**src/rtl/ram_pkg.sv**
```systemverilog
// rtl/ram_pkg.sv - shared constants and reader state type for the 64 x 8 RAM and its burst reader
//
// Purpose: one place for the RAM geometry so the RAM and the reader agree.
// Contents: DATA_WIDTH, ADDR_WIDTH, DEPTH, reader_state_t.
package ram_pkg;

  localparam int DATA_WIDTH = 8;
  localparam int ADDR_WIDTH = 6;
  localparam int DEPTH      = 2 ** ADDR_WIDTH;

  typedef enum logic [1:0] {
    IDLE   = 2'd0,
    FETCH  = 2'd1,
    SEND   = 2'd2,
    FINISH = 2'd3
  } reader_state_t;

endpackage

```
**src/rtl/ram_burst_reader.sv**
```systemverilog
// rtl/ram_burst_reader.sv - walks a RAM address range and streams bytes over VALID/READY
//
// Purpose: on START, reads LENGTH consecutive bytes (clamped to DEPTH, wrapping
// at the top of the RAM) from BASE_ADDR through the asynchronous read port and
// hands each one to a consumer with a VALID/READY handshake.
// Ports:
//   CLK, RST           clock, synchronous active-high reset
//   START              burst request, honoured only while idle
//   BASE_ADDR, LENGTH  burst first address and byte count, captured with START
//   RAM_ADDRESS        address to the RAM read port (registered)
//   RAM_DOUT           asynchronous RAM read data
//   DOUT, VALID, READY byte stream to the consumer
//   BUSY               high whenever a burst is in progress
//   DONE               one-cycle pulse after the last byte is accepted
module ram_burst_reader
  import ram_pkg::*;
(
  input  logic                  CLK,
  input  logic                  RST,
  input  logic                  START,
  input  logic [ADDR_WIDTH-1:0] BASE_ADDR,
  input  logic [ADDR_WIDTH:0]   LENGTH,
  output logic [ADDR_WIDTH-1:0] RAM_ADDRESS,
  input  logic [DATA_WIDTH-1:0] RAM_DOUT,
  output logic [DATA_WIDTH-1:0] DOUT,
  output logic                  VALID,
  input  logic                  READY,
  output logic                  BUSY,
  output logic                  DONE
);

  localparam logic [ADDR_WIDTH:0]   DEPTH_CNT = DEPTH[ADDR_WIDTH:0];
  localparam logic [ADDR_WIDTH:0]   REM_ONE   = {{ADDR_WIDTH{1'b0}}, 1'b1};
  localparam logic [ADDR_WIDTH:0]   REM_ZERO  = '0;
  localparam logic [ADDR_WIDTH-1:0] ADDR_ONE  = {{(ADDR_WIDTH-1){1'b0}}, 1'b1};

  reader_state_t         state, state_n;
  logic [ADDR_WIDTH-1:0] addr, addr_n;
  logic [ADDR_WIDTH:0]   rem, rem_n;      // bytes still to deliver, including the current one
  logic [DATA_WIDTH-1:0] dout_q, dout_n;
  logic                  valid_q, valid_n;

  always_ff @(posedge CLK) begin
    if (RST) begin
      state   <= IDLE;
      addr    <= '0;
      rem     <= '0;
      dout_q  <= '0;
      valid_q <= 1'b0;
    end else begin
      state   <= state_n;
      addr    <= addr_n;
      rem     <= rem_n;
      dout_q  <= dout_n;
      valid_q <= valid_n;
    end
  end

  always_comb begin
    state_n = state;
    addr_n  = addr;
    rem_n   = rem;
    dout_n  = dout_q;
    valid_n = valid_q;
    case (state)
      IDLE: begin
        if (START && (LENGTH != REM_ZERO)) begin
          addr_n  = BASE_ADDR;
          rem_n   = (LENGTH > DEPTH_CNT) ? DEPTH_CNT : LENGTH;
          state_n = FETCH;
        end
      end
      FETCH: begin
        // RAM_ADDRESS has been stable for this whole cycle, so RAM_DOUT is settled.
        dout_n  = RAM_DOUT;
        valid_n = 1'b1;
        state_n = SEND;
      end
      SEND: begin
        if (valid_q && READY) begin
          valid_n = 1'b0;
          if (rem == REM_ONE) begin
            state_n = FINISH;
          end else begin
            rem_n   = rem - REM_ONE;
            addr_n  = addr + ADDR_ONE;  // natural wrap at the top of the RAM
            state_n = FETCH;
          end
        end
      end
      FINISH: begin
        state_n = IDLE;
      end
      default: begin
        state_n = IDLE;
      end
    endcase
  end

  assign RAM_ADDRESS = addr;
  assign DOUT        = dout_q;
  assign VALID       = valid_q;
  assign BUSY        = (state != IDLE);
  assign DONE        = (state == FINISH);

endmodule

```
**config.mk**
```make
export PLATFORM = sky130hd
export DESIGN_NAME = ram_burst_reader
export DESIGN_NICKNAME = d
export VERILOG_FILES = /design/src/rtl/ram_pkg.sv /design/src/rtl/ram_burst_reader.sv
export SDC_FILE = /design/constraint.sdc
export NUM_CORES = 1
export LEC_CHECK = 0
export CAP_MARGIN = 15
export CORE_MARGIN = 5
export CORE_UTILIZATION = 49
export DETAILED_ROUTE_END_ITERATION = 16
export PLACE_DENSITY = 0.9
export SLEW_MARGIN = 20
export SYNTH_ARGS = -nofsm -noshare
export SYNTH_HDL_FRONTEND = slang
export SYNTH_SLANG_ARGS = --single-unit
```
**constraint.sdc**
```tcl
create_clock -name CLK -period 2.5 [get_ports CLK]
set_clock_uncertainty 0.1 [all_clocks]
set_input_delay 0.5 -clock CLK [delete_from_list [all_inputs] [get_ports CLK]]
set_output_delay 0.5 -clock CLK [all_outputs]
set_load 0.05 [all_outputs]
```
==> impl_metrics.tcl, run 1 <==
set metrics [dict create \
    overflow 0 \
    grt_pass1_wl_mm 5.68 \
    post-route-period-util_pct 93.0 \
    drive_above_1_share_pct 8.74 \
    synth_top_area_share_pct 36.7 \
    ys_seq_area_share_pct 36.7 \
    syn2layout_area_growth_pct 37.0 \
    avgSynthCellArea_um2 7.83 \
    critPathArrivalTime_ns 1.73 \
    synth_top_cell_by_area "dfxtp_1" \
    path_class "reg2out" \
    max_slew_margin_pct 55.9 \
    fin_total_pwr_uw 1060 \
    finalHoldViolCount 0 \
    period_minus_slack_ns 2.33 \
    synth_cell_types 34 \
    tritoncts "built" \
    drc 0 \
    vdd_ir_drop_max_uv 520 \
    final_nets 235 \
    finalSetupTns_ns 0 \
    wl_per_cell_um 15.0 \
    hpwlAfterDp_mm 2.69 \
    grt_max_degree 20 \
    path_cells "or2_1 -> clkdlybuf4s50_1" \
    setup_violations 0 \
    max_freq_mhz 430 \
    holdCritPathClass "reg2reg" \
    gp_congestion 0.936 \
    ys_ff_latch 24 \
    grt_usage_pct 19.9 \
    crit_slowest_cell "clkdlybuf4s50_1" \
    synth.most_common_cell "nand2_1" \
    final_antenna_net_count 0 \
    portBuffers 41 \
    crit_path_max_incr_delay_ns 0.82 \
    coreArea_um2 2520 \
    ioPinCount 42 \
    grt_pass1_vias 1336 \
    rsz0062_at_grt "no" \
    cts_repair_resize_count 0 \
    crit_fanout 6 \
    p_leak_uw 0.000664 \
    die_h_um 61.7 \
    ys_top_cells_by_area "dfxtp_1 37%, nand2_1 9.8%, a21oi_1 8.8%, o21ai_0 4.2%, nor2_1 3.2%" \
    clock_path_buffers 2 \
    outcome "finished clean" \
    synth_ff_type "dfxtp_1" \
    start_kind "flop" \
    synthesis.area_um2 1310 \
    post-cts-setup-buffers 0 \
    antenna_found_initial 0 \
    drt-initial-drc-count 44 \
    synth_warnings 0 \
    tightest_slew_ns 0.661 \
    routed_via_density 5.63 \
    clock-root-buffer "clkbuf_4" \
    clk_latency_ns 0.32 \
    cap_violations 0 \
    async_flop_share_pct 0 \
    die-area_um2 3800 \
    cts.sink_count 24 \
    powerDensity_nw_per_um2 590 \
    synth_edf_count 0 \
    required_ns 1.90 \
    drtPass1Iterations 4 \
    cts_buffers 3 \
    start_util_pct 51.8 \
    rows 18 \
    die_w_um 61.7 \
    htreeDepth 1 \
    num_antenna_cells 0 \
    end_kind "primary output" \
    slew_violations 0 \
    synthCells 167 \
    path_clk_slew_ns 0.14 \
    routed_wl_mm 3.53 \
    vias 1328 \
    netlist_top_cells_count "34 x nand2_1, 24 x dfxtp_1, 23 x a21oi_1" \
    fin_util_pct 71.0 \
    ctsHoldBuffers 0 \
    synth_nets 195 \
]
-- cell usage in the layout, fill, tap and decap left out --
cell             instances
nor3_1                   5
o21a_4                   1
a311oi_2                 2
ha_1                     3
or2_1                    2
o21ai_1                  1
o32ai_1                  1
nor4_1                   1
a211oi_2                 3
nor3b_1                  5
a21oi_1                 23
nand2_1                 34
xor2_1                   1
nand3b_1                 2
buf_4                    5
nand3_1                  3
nand4b_4                 1
o31ai_1                  1
inv_1                    4
o41ai_1                  1
o21ai_2                  1
clkbuf_4                 3
bufinv_16                1
a211oi_1                 2
nand2b_1                 5
clkdlybuf4s50_1         41
dfxtp_1                 24
a31oi_1                  1
nor2b_1                  2
nor4_4                   1
and2_1                   2
o21ai_0                 11
nor2_1                  11
xnor2_1                  2
-- cells by family after synthesis --
family | synth area share, %
compound gates | 23.9
xor+xnor | 2.01
buf+inv | 5.26
fa+ha+maj | 2.87
flops | 36.7
simple gates | 29.2
-- metrics by stage --
step | instance area, um2 | worst slack [ns] | hold slack, ns | cells
floorplan | 1310 | 0.744 | 0.362 | 167
global placement | 1740 | 0.252 | 0.342 | 232
detailed placement | 1740 | 0.133 | 0.346 | 232
CTS | 1790 | 0.161 | 0.365 | 236
global route | 1790 | 0.0823 | 0.393 | 236
finish | 1790 | 0.175 | 0.365 | 236
-- final timing paths --
check / start / endpoint / slack, ns / cells after the start
max: state[1] / BUSY / 0.17 / 2
min: DOUT[5] / DOUT[5] / 0.36 / 2
max reg2reg: state[0] / RAM_ADDRESS[0] / 0.72 / 6
min reg2reg: DOUT[5] / DOUT[5] / 0.36 / 2
-- cell type report --
class | instances | area (um2)
inverters | 4 | 15.0
repair buffers | 46 | 448
fillers | 213 | 731
clock buffers | 3 | 22.5
flip-flops and latches | 24 | 480
clock inverters | 1 | 30.0
multi-input cells | 128 | 758
well taps | 30 | 37.5
-- worst max-delay path, delay by kind of cell, from the launching register on --
kind	cells	cell delay, ns
buf+inv	1	0.82
flops	1	0.42
simple gates	1	0.16
-- where the power goes --
| part | switching [uW] | total [uW] | leakage, uW | internal [uW] |
|---|---|---|---|---|
| Clock | 122 | 284 | 0.0000279 | 162 |
| Combinational | 190 | 328 | 0.000440 | 138 |
| Sequential | 32.1 | 444 | 0.000197 | 412 |
-- registers in the layout, summed over array words and instances, names as in the netlist --
signal       flops
RAM_ADDRESS      6
state            2
DOUT             8
rem              7
VALID            1
-- routing by layer --
| layer | routed length [um] | global-route usage (%) |
|---|---|---|
| met1 | 1580 | 25.3 |
| met2 | 1740 | 33.2 |
| met3 | 163 | 3.14 |
| met4 | 51 | 8.48 |
| met5 | 0 | 0 |
Note: power is estimated with default switching activity, not from simulation.
==> inputs of run 2 (changes only) <==
--- a/config.mk
+++ b/config.mk
@@ -5,6 +5,7 @@
 export SDC_FILE = /design/constraint.sdc
 export NUM_CORES = 1
 export LEC_CHECK = 0
+export ABC_CLOCK_PERIOD_IN_PS = 2500
 export CAP_MARGIN = 15
 export CORE_MARGIN = 5
 export CORE_UTILIZATION = 49
==> results of run 2 <==
Same layout as run 1: the final DEF is identical, and so are final timing and power.
==> inputs of run 3 (changes only) <==
--- a/config.mk
+++ b/config.mk
@@ -5,12 +5,12 @@
 export SDC_FILE = /design/constraint.sdc
 export NUM_CORES = 1
 export LEC_CHECK = 0
-export ABC_CLOCK_PERIOD_IN_PS = 2500
+export ABC_CLOCK_PERIOD_IN_PS = 2200
 export CAP_MARGIN = 15
 export CORE_MARGIN = 5
-export CORE_UTILIZATION = 49
+export CORE_UTILIZATION = 45
 export DETAILED_ROUTE_END_ITERATION = 16
-export PLACE_DENSITY = 0.9
+export PLACE_DENSITY = 0.84
 export SLEW_MARGIN = 20
 export SYNTH_ARGS = -nofsm -noshare
 export SYNTH_HDL_FRONTEND = slang
==> constraint.sdc (replaced) <==
create_clock -name CLK -period 2.2 [get_ports CLK]
set_clock_uncertainty 0.1 [all_clocks]
set_input_delay 0.44 -clock CLK [delete_from_list [all_inputs] [get_ports CLK]]
set_output_delay 0.44 -clock CLK [all_outputs]
set_load 0.05 [all_outputs]
==> run 3 against run 2 <==
Design area decreased by 0.49%. Final cell count unchanged. Register-to-register slack got worse by 0.27 ns. Flip-flop and latch count unchanged. Die area increased by 7.4%. Setup slack got worse by 0.11 ns. Clock-buffer cell count unchanged. Non-clock buffer count decreased by 1.
==> impl_metrics.tcl, run 3 (synthesized netlist as in run 1, its figures left out) <==
set metrics [dict create \
    path_cells "clkdlybuf4s50_1" \
    p_switching_uw 389 \
    fin_hold_ws_ns 0.365 \
    crit_slowest_cell "clkdlybuf4s50_1" \
    routed_via_density 5.59 \
    whs_endpoint "DOUT[2]" \
    die_w_um 63.9 \
    internal-power_uw 808 \
    coreArea_um2 2780 \
    grt_pass1_wl_mm 5.89 \
    outcome "finished clean" \
    tritoncts "built" \
    die_h_um 63.9 \
    antenna_found_initial 0 \
    drtPass1Iterations 4 \
    syn2layout_area_growth_pct 36.4 \
    holdCritPathClass "reg2reg" \
    max_freq_mhz 469 \
    start_kind "flop" \
    grt_usage_pct 17.6 \
    critPathBufInv 1 \
    clock-root-buffer "clkbuf_4" \
    final_nets 234 \
    powerDensity_nw_per_um2 671 \
    end_kind "primary output" \
    r2r_slack_ns 0.45 \
    largest_reg_flops 8 \
    grt_max_degree 19 \
    cts_buffers 3 \
    overflow 0 \
    ioPinCount 42 \
    tightest_slew_ns 0.721 \
    clk_latency_ns 0.32 \
    finalSetupTns_ns 0 \
    period_minus_slack_ns 2.13 \
    num_antenna_cells 0 \
    netSwitchingFraction_pct 32.5 \
    finalHoldViolCount 0 \
    path_class "reg2out" \
    hp-start "DOUT[2]" \
    required_ns 1.66 \
    cts.sink_count 24 \
    layout_common_cells "38 x clkdlybuf4s50_1, 34 x nand2_1, 24 x dfxtp_1, 23 x a21oi_1" \
    timing.rr.start "rem[2]" \
    crit_path_max_incr_delay_ns 0.84 \
    rows 19 \
    cap_violations 0 \
    r2r_cells 5 \
    wl_per_cell_um 14.8 \
    hpwlAfterDp_mm 2.58 \
    fillCellCount 240 \
    routed_wl_mm 3.48 \
    pre_cts_ws_ns 0.00904 \
    combPwrFrac_pct 31.0 \
    crit_fanout 5 \
    critPathTopFamily "buffers and inverters" \
    power_frac_seq_pct 42.2 \
    portBuffers 41 \
    final_common_cell "clkdlybuf4s50_1" \
    place_inst 232 \
    grt_pass1_vias 1288 \
    layout_setup_ws_ns 0.0684 \
    clock_path_buffers 2 \
    r2r-end "rem[5]" \
    slew_violations 0 \
    fin_cells 236 \
    start_util_pct 47.0 \
    gp_congestion 0.846 \
    clkPwrFrac_pct 26.8 \
    drt-initial-drc-count 102 \
    path_clk_slew_ns 0.14 \
    die-area_um2 4080 \
    p_leak_uw 0.000679 \
    vdd_ir_drop_max_uv 470 \
    final_antenna_net_count 0 \
    critPathArrivalTime_ns 1.59 \
    vias 1319 \
    rsz0062_at_grt "no" \
    post-route-period-util_pct 96.9 \
    htreeDepth 1 \
    drc 0 \
    worstHoldPathCells 2 \
    max_slew_margin_pct 51.8 \
    drive_above_1_share_pct 9.27 \
    setup_violations 0 \
]
-- run 3: changes by cell type in the layout (fill, tap and decap cells not counted), sizes merged --
cell,delta
dlymetal6s2s,+1
clkdlybuf4s50,-3
buf,+1
-- run 3: how the worst max path moves through the flow --
stage                              start             end  slack (ns)  cells past startpoint
after floorplan                 state[1]  RAM_ADDRESS[0]        0.46                      5
after global placement         LENGTH[3]  RAM_ADDRESS[5]        0.03                      6
after detailed placement       LENGTH[3]  RAM_ADDRESS[5]       0.009                      6
after CTS                 RAM_ADDRESS[0]  RAM_ADDRESS[0]        0.06                      1
after global routing      RAM_ADDRESS[0]  RAM_ADDRESS[0]        0.01                      1
final                     RAM_ADDRESS[0]  RAM_ADDRESS[0]        0.07                      1
-- run 3: final cells by class --
| cell class | count | area (um2) | share of cell area (%) |
|---|---|---|---|
| clock buffer | 3 | 22.5 | 1.26 |
| clock inverter | 1 | 30.0 | 1.68 |
| inverter | 4 | 15.0 | 0.842 |
| multi-input combinational | 128 | 758 | 42.5 |
| sequential | 24 | 480 | 26.9 |
| tap | 31 | 38.8 | 2.18 |
| timing repair buffer | 45 | 438 | 24.6 |
-- run 3: stage by stage --
step                power (uW)  utilization [%]  cell area, um2
floorplan                  757                -            1310
global placement           869             62.1            1730
detailed placement         881             62.1            1730
CTS                       1200             64.0            1780
global route              1260             64.1            1780
finish                    1200             64.1            1780
-- run 3: layer usage --
layer	vias to the layer above	global-route usage, %	part of all wire, %
met5	-	0	0
met4	0	7.01	1.9
met3	8	3.15	7.3
met2	59	29.5	49
met1	603	22.2	41
li1	649	-	-
-- run 3: repair_timing --
action | in CTS | in global routing
hold buffers | 0 | 0
setup endpoints to repair | 0 | 1
setup buffers | 0 | 0
gates resized for setup | 0 | 1
-- run 3: power groups by stage --
| stage | Combinational, uW | Sequential, uW | Clock [uW] |
|---|---|---|---|
| floorplan | 184 | 573 | 0 |
| global placement | 358 | 511 | 0 |
| detailed placement | 368 | 513 | 0 |
| CTS | 371 | 504 | 326 |
| global route | 402 | 510 | 352 |
| finish | 371 | 505 | 321 |
==> edit 1, RTL diff (settings of run 3) <==
`DATA_WIDTH`: 8 -> 10.
--- a/src/rtl/ram_pkg.sv
+++ b/src/rtl/ram_pkg.sv
@@ -4,7 +4,7 @@
 // Contents: DATA_WIDTH, ADDR_WIDTH, DEPTH, reader_state_t.
 package ram_pkg;
 
-  localparam int DATA_WIDTH = 8;
+  localparam int DATA_WIDTH = 10;
   localparam int ADDR_WIDTH = 6;
   localparam int DEPTH      = 2 ** ADDR_WIDTH;
 
Ports: changed (resized DOUT and RAM_DOUT); port bits go from 42 to 46. No check against the original RTL was run, so the function may have changed too.
==> edit 1 against run 3 <==
- sequential cell count grew 2
- power is 4.4% higher
- critical path type unchanged
- final cell count grew 4.2%
- register-to-register slack worse by 0.12 ns
- count of clock-buffer cells in the layout did not move
- cell area increased by 4.7%
- setup slack barely moved
- synthesized area increased by 1.4%
- wire length down 2.1%
==> edit 1: results (changes against run 3) <==
Multi-input gates = 129 (+0.78%)
Met2 Resource Use GR = 0.300 (+0.00453)
Status = finished, final reports clean
Bufs w/o clock = 52 (+16%)
Synth cell count leaders = a21oi_1, nand2_1, dfxtp_1, nor2_1
WL met3 = 230 um (-9.4%)
Largest net degree at the start of global routing = 30 (+11)
Synth Instances = 169 (+1.2%)
GPL Wtd Cong = 0.842 (-0.57%)
Comb power frac = 0.303 (-0.007)
P_leak = 0.000692 uW (+1.8%)
Worst R2R Setup Slack = 0.33 ns (-0.12 ns)
Clock network share of area = 0.0282 (-0.00132)
Top-count cell post-synth = a21oi_1
Post-CTS sizing = 1 (+1)
Fill count = 241 (+0.42%)
Worst hold start = DOUT[4]
Layout cells sized above 1 = 0.0930 (+0.000340)
Post-DP HPWL = 2480 um (-3.9%)
Number of flip-flops in the largest register = 10 (+2)
Top cells by area, synth = dfxtp_1, a21oi_1, nand2_1
R2R cell count = 6 (+1)
Max-Slew Margin vs Limit = 0.654 (+0.136)
Post-Syn Nets = 199 (+2.1%)
Reg area = 520 um2 (+8.3%)
Met2 Wirelength = 1640 um (-4.5%)
XOR/XNOR Fraction of Synth Area = 0.0198 (-0.000284)
Via count = 1336 (+1.3%)
Sequential area share after synthesis = 0.392 (+0.0250)
Compound-Gate Fraction of Synth Area = 0.206 (-0.0336)
Cell Int Power = 857 uW (+6.1%)
Global-route track usage on met1 = 0.198 (-0.0241)
GRT Overall Usage = 0.173 (-0.00295)
Non-clock buffers, area share = 0.274 (+0.0285)
Placed insts = 242 (+4.3%)
Worst slack, placed = -0.0544 ns (-0.0634 ns)
PwrDens = 669 nW/um2 (-0.28%)
Iteration-0 DRC Markers = 91 (-11%)
Non-Filler Instances = 246 (+4.2%)
Placed cell area = 1820 um2 (+5.1%)
Global-route wire length before repair = 5920 um (+0.59%)
FF-to-FF Start = state[1]
Hold path endpoint = DOUT[4]
Reg-to-Reg End = rem[0]
[edit 1: cell count changes after synthesis, moves of 3 or more]
| cell | before | now |
|---|---|---|
| or2_2 | 0 | 5 |
| o21ai_0 | 11 | 7 |
| mux2i_1 | 0 | 3 |
| a21oi_1 | 23 | 30 |
| nor3b_1 | 5 | 2 |
| clkbuf_1 | 4 | 7 |
| nand2_1 | 34 | 28 |
| buf_2 | 4 | 1 |
[edit 1: how the worst max path moves through the flow]
stage                              start  depth (start not counted)  slack [ns]        endpoint
after floorplan                 state[1]                          6        0.41  RAM_ADDRESS[0]
after global placement         LENGTH[0]                          7      0.0008          rem[0]
after detailed placement       LENGTH[0]                          7       -0.05          rem[0]
after CTS                 RAM_ADDRESS[0]                          1        0.06  RAM_ADDRESS[0]
after global routing      RAM_ADDRESS[0]                          1       0.004  RAM_ADDRESS[0]
final                     RAM_ADDRESS[0]                          1        0.07  RAM_ADDRESS[0]
==> edit 2, RTL diff (settings of run 3) <==
Made on the original files. Make the reset (`RST`) asynchronous in one clocked block. Comments in the files are not updated.
--- a/src/rtl/ram_burst_reader.sv
+++ b/src/rtl/ram_burst_reader.sv
@@ -40,7 +40,7 @@
   logic [DATA_WIDTH-1:0] dout_q, dout_n;
   logic                  valid_q, valid_n;
 
-  always_ff @(posedge CLK) begin
+  always_ff @(posedge CLK or posedge RST) begin
     if (RST) begin
       state   <= IDLE;
       addr    <= '0;
Function: differs if RST is asserted again (counterexample within 4 cycles, from zero or initial values and one cycle with RST high); with RST held inactive, the same outputs for 10 cycles.
==> edit 2 against run 3 <==
- hold slack gained 0.0067 ns
- wire length is 5.4% higher
- final cell count shrank 6.8%
- synthesized area is 3.9% higher
- cell area grew 8.8%
- die area grew 3.3%
- setup slack improved by 0.0012 ns
- non-clock buffer count is 12 higher
- sequential cell count stayed put
- critical endpoint is now RAM_ADDRESS[5]
- largest cell class unchanged
Power is not compared: it rests on default switching activity, and its combinational part moved more than twofold at a synthesized area within 25%.
==> edit 2: results (changes against run 3) <==
Clock buffer count from CTS = 3 (unchanged)
Met2 Resource Use GR = 0.331 (+0.0356)
Synth Area in Adders = 0.0276 (-0.00108)
Total Wirelength = 3670 um (+5.4%)
XOR/XNOR Fraction of Synth Area = 0 (-0.0201)
GPL Wtd Cong = 0.930 (+9.9%)
Root Driver = clkbuf_4
Cell Int Power = 1570 uW
Non-Filler Instances = 220 (-6.8%)
Avg Synthesized Cell Area = 10.2 um2 (+30%)
Post-DP HPWL = 2780 um (+8.0%)
Post-Syn Nets = 161 (-17%)
GR Util met3 = 0.0659 (+0.0343)
Sequential area share after synthesis = 0.442 (+0.0745)
Worst slack, placed = -0.322 ns (-0.331 ns)
Async S/R FF share, synth = 1.00 (+1.00)
Global-route track usage on met1 = 0.231 (+0.00846)
CP Data Arrival Time = 2.25 ns (+0.66 ns)
Global-route wire length before repair = 6470 um (+10%)
Via count = 1283 (-2.7%)
Max-Slew Margin vs Limit = 0.651 (+0.133)
Clock transition at the registers of the reported paths = 0.13 ns
Mux contribution to synthesized area = 0.0884 (+0.0884)
Compound-Gate Fraction of Synth Area = 0.247 (+0.00754)
Max-cap violations = 0 (unchanged)
CP peak stage delay = 0.48 ns (-0.36 ns)
First-pass DRT Iterations = 5 (+1)
Crit path max-delay family = compound AO/OA/AOI/OAI gates
Worst min-delay path category = input pin to async pin
Iteration-0 DRC Markers = 69 (-32%)
Worst setup path start = LENGTH[3]
Slowest cell on the critical path = o41a_1
Status = finished, final reports clean
Synth cell count leaders = dfrtp_1, a21oi_1, nor2_1, mux2_2
Largest net degree at the start of global routing = 25 (+6)
Synth warn = 0 (unchanged)
P_leak = 0.000837 uW
FF-to-FF Start = rem[1]
CTS Buffer Depth = 2 (unchanged)
IR drop worst, VDD = 0.960 mV
Layout cells sized above 1 = 0.214 (+0.121)
Number of flip-flops in the largest register = 8 (unchanged)
GRT Overall Usage = 0.194 (+0.0175)
Post-synthesis cell type count = 37 (+8.8%)
Vias in the first global route = 1395 (+8.3%)
Top cells by area, synth = dfrtp_1, mux2_2, o2bb2ai_1
CP Max Fanout = 5 (unchanged)
[edit 2: cell types whose count changed after synthesis, sizes merged, moves of 4 or more]
cell     change
nand2       -27
dfrtp       +24
dfxtp       -24
a21oi       -11
mux2        +10
o21ai        -8
o2bb2ai      +7
buf          -6
o22ai        +6
a211oi       -5
nor3b        -4
[edit 2: worst min-delay path, cell delays in order]
cell and delay (ns):
clkdlybuf4s50_1 0.40, inv_1 0.06, buf_4 0.30
[edit 2: path summary, 6_finish.rpt]
kind                                        to  slack, ns  depth (start not counted)
min in group CLK                        rem[4]       0.40                          3
worst min-delay path                   DOUT[0]       0.37                          3
max in group asynchronous               rem[2]       1.38                          3
worst max register to register  RAM_ADDRESS[5]       0.09                          6
worst min register to register          rem[6]       0.41                          1
worst max-delay path            RAM_ADDRESS[5]       0.07                          5
[edit 2: through the flow]
step	util	area (um2)
global placement	0.637	1900
CTS	0.644	1920
global route	0.652	1940
finish	0.652	1940
floorplan	-	1360
detailed placement	0.637	1900
[edit 2: repair_timing]
item	in CTS	in global routing
gates cloned	0	0
resized for setup	1	4
hold buffers	0	0
pin swaps	0	3
endpoints found under the setup margin	1	7
buffers inserted	0	1
[edit 2: power by group through the flow]
stage          Sequential, uW  Combinational (uW)  Clock, uW
3_5_place_dp              829                2050          0
6_report                  822                2060        193
3_3_place_gp              817                2030          0
4_1_cts                   821                2060        198
2_1_floorplan            1290                 908          0
5_1_grt                   858                2210        225
[edit 2: layout make-up]
type | instances | area, um2
clock buffers | 3 | 22.5
fillers | 256 | 1040
inverters | 4 | 15.0
multi-input cells | 99 | 727
flip-flops and latches | 24 | 601
well taps | 33 | 41.3
repair buffers | 57 | 534
[edit 2: routing by layer]
metal  share of wire  vias to the layer above
met2            0.48                       45
met5               0                        -
li1                -                      612
met4           0.012                        0
met3           0.086                        7
met1            0.42                      619
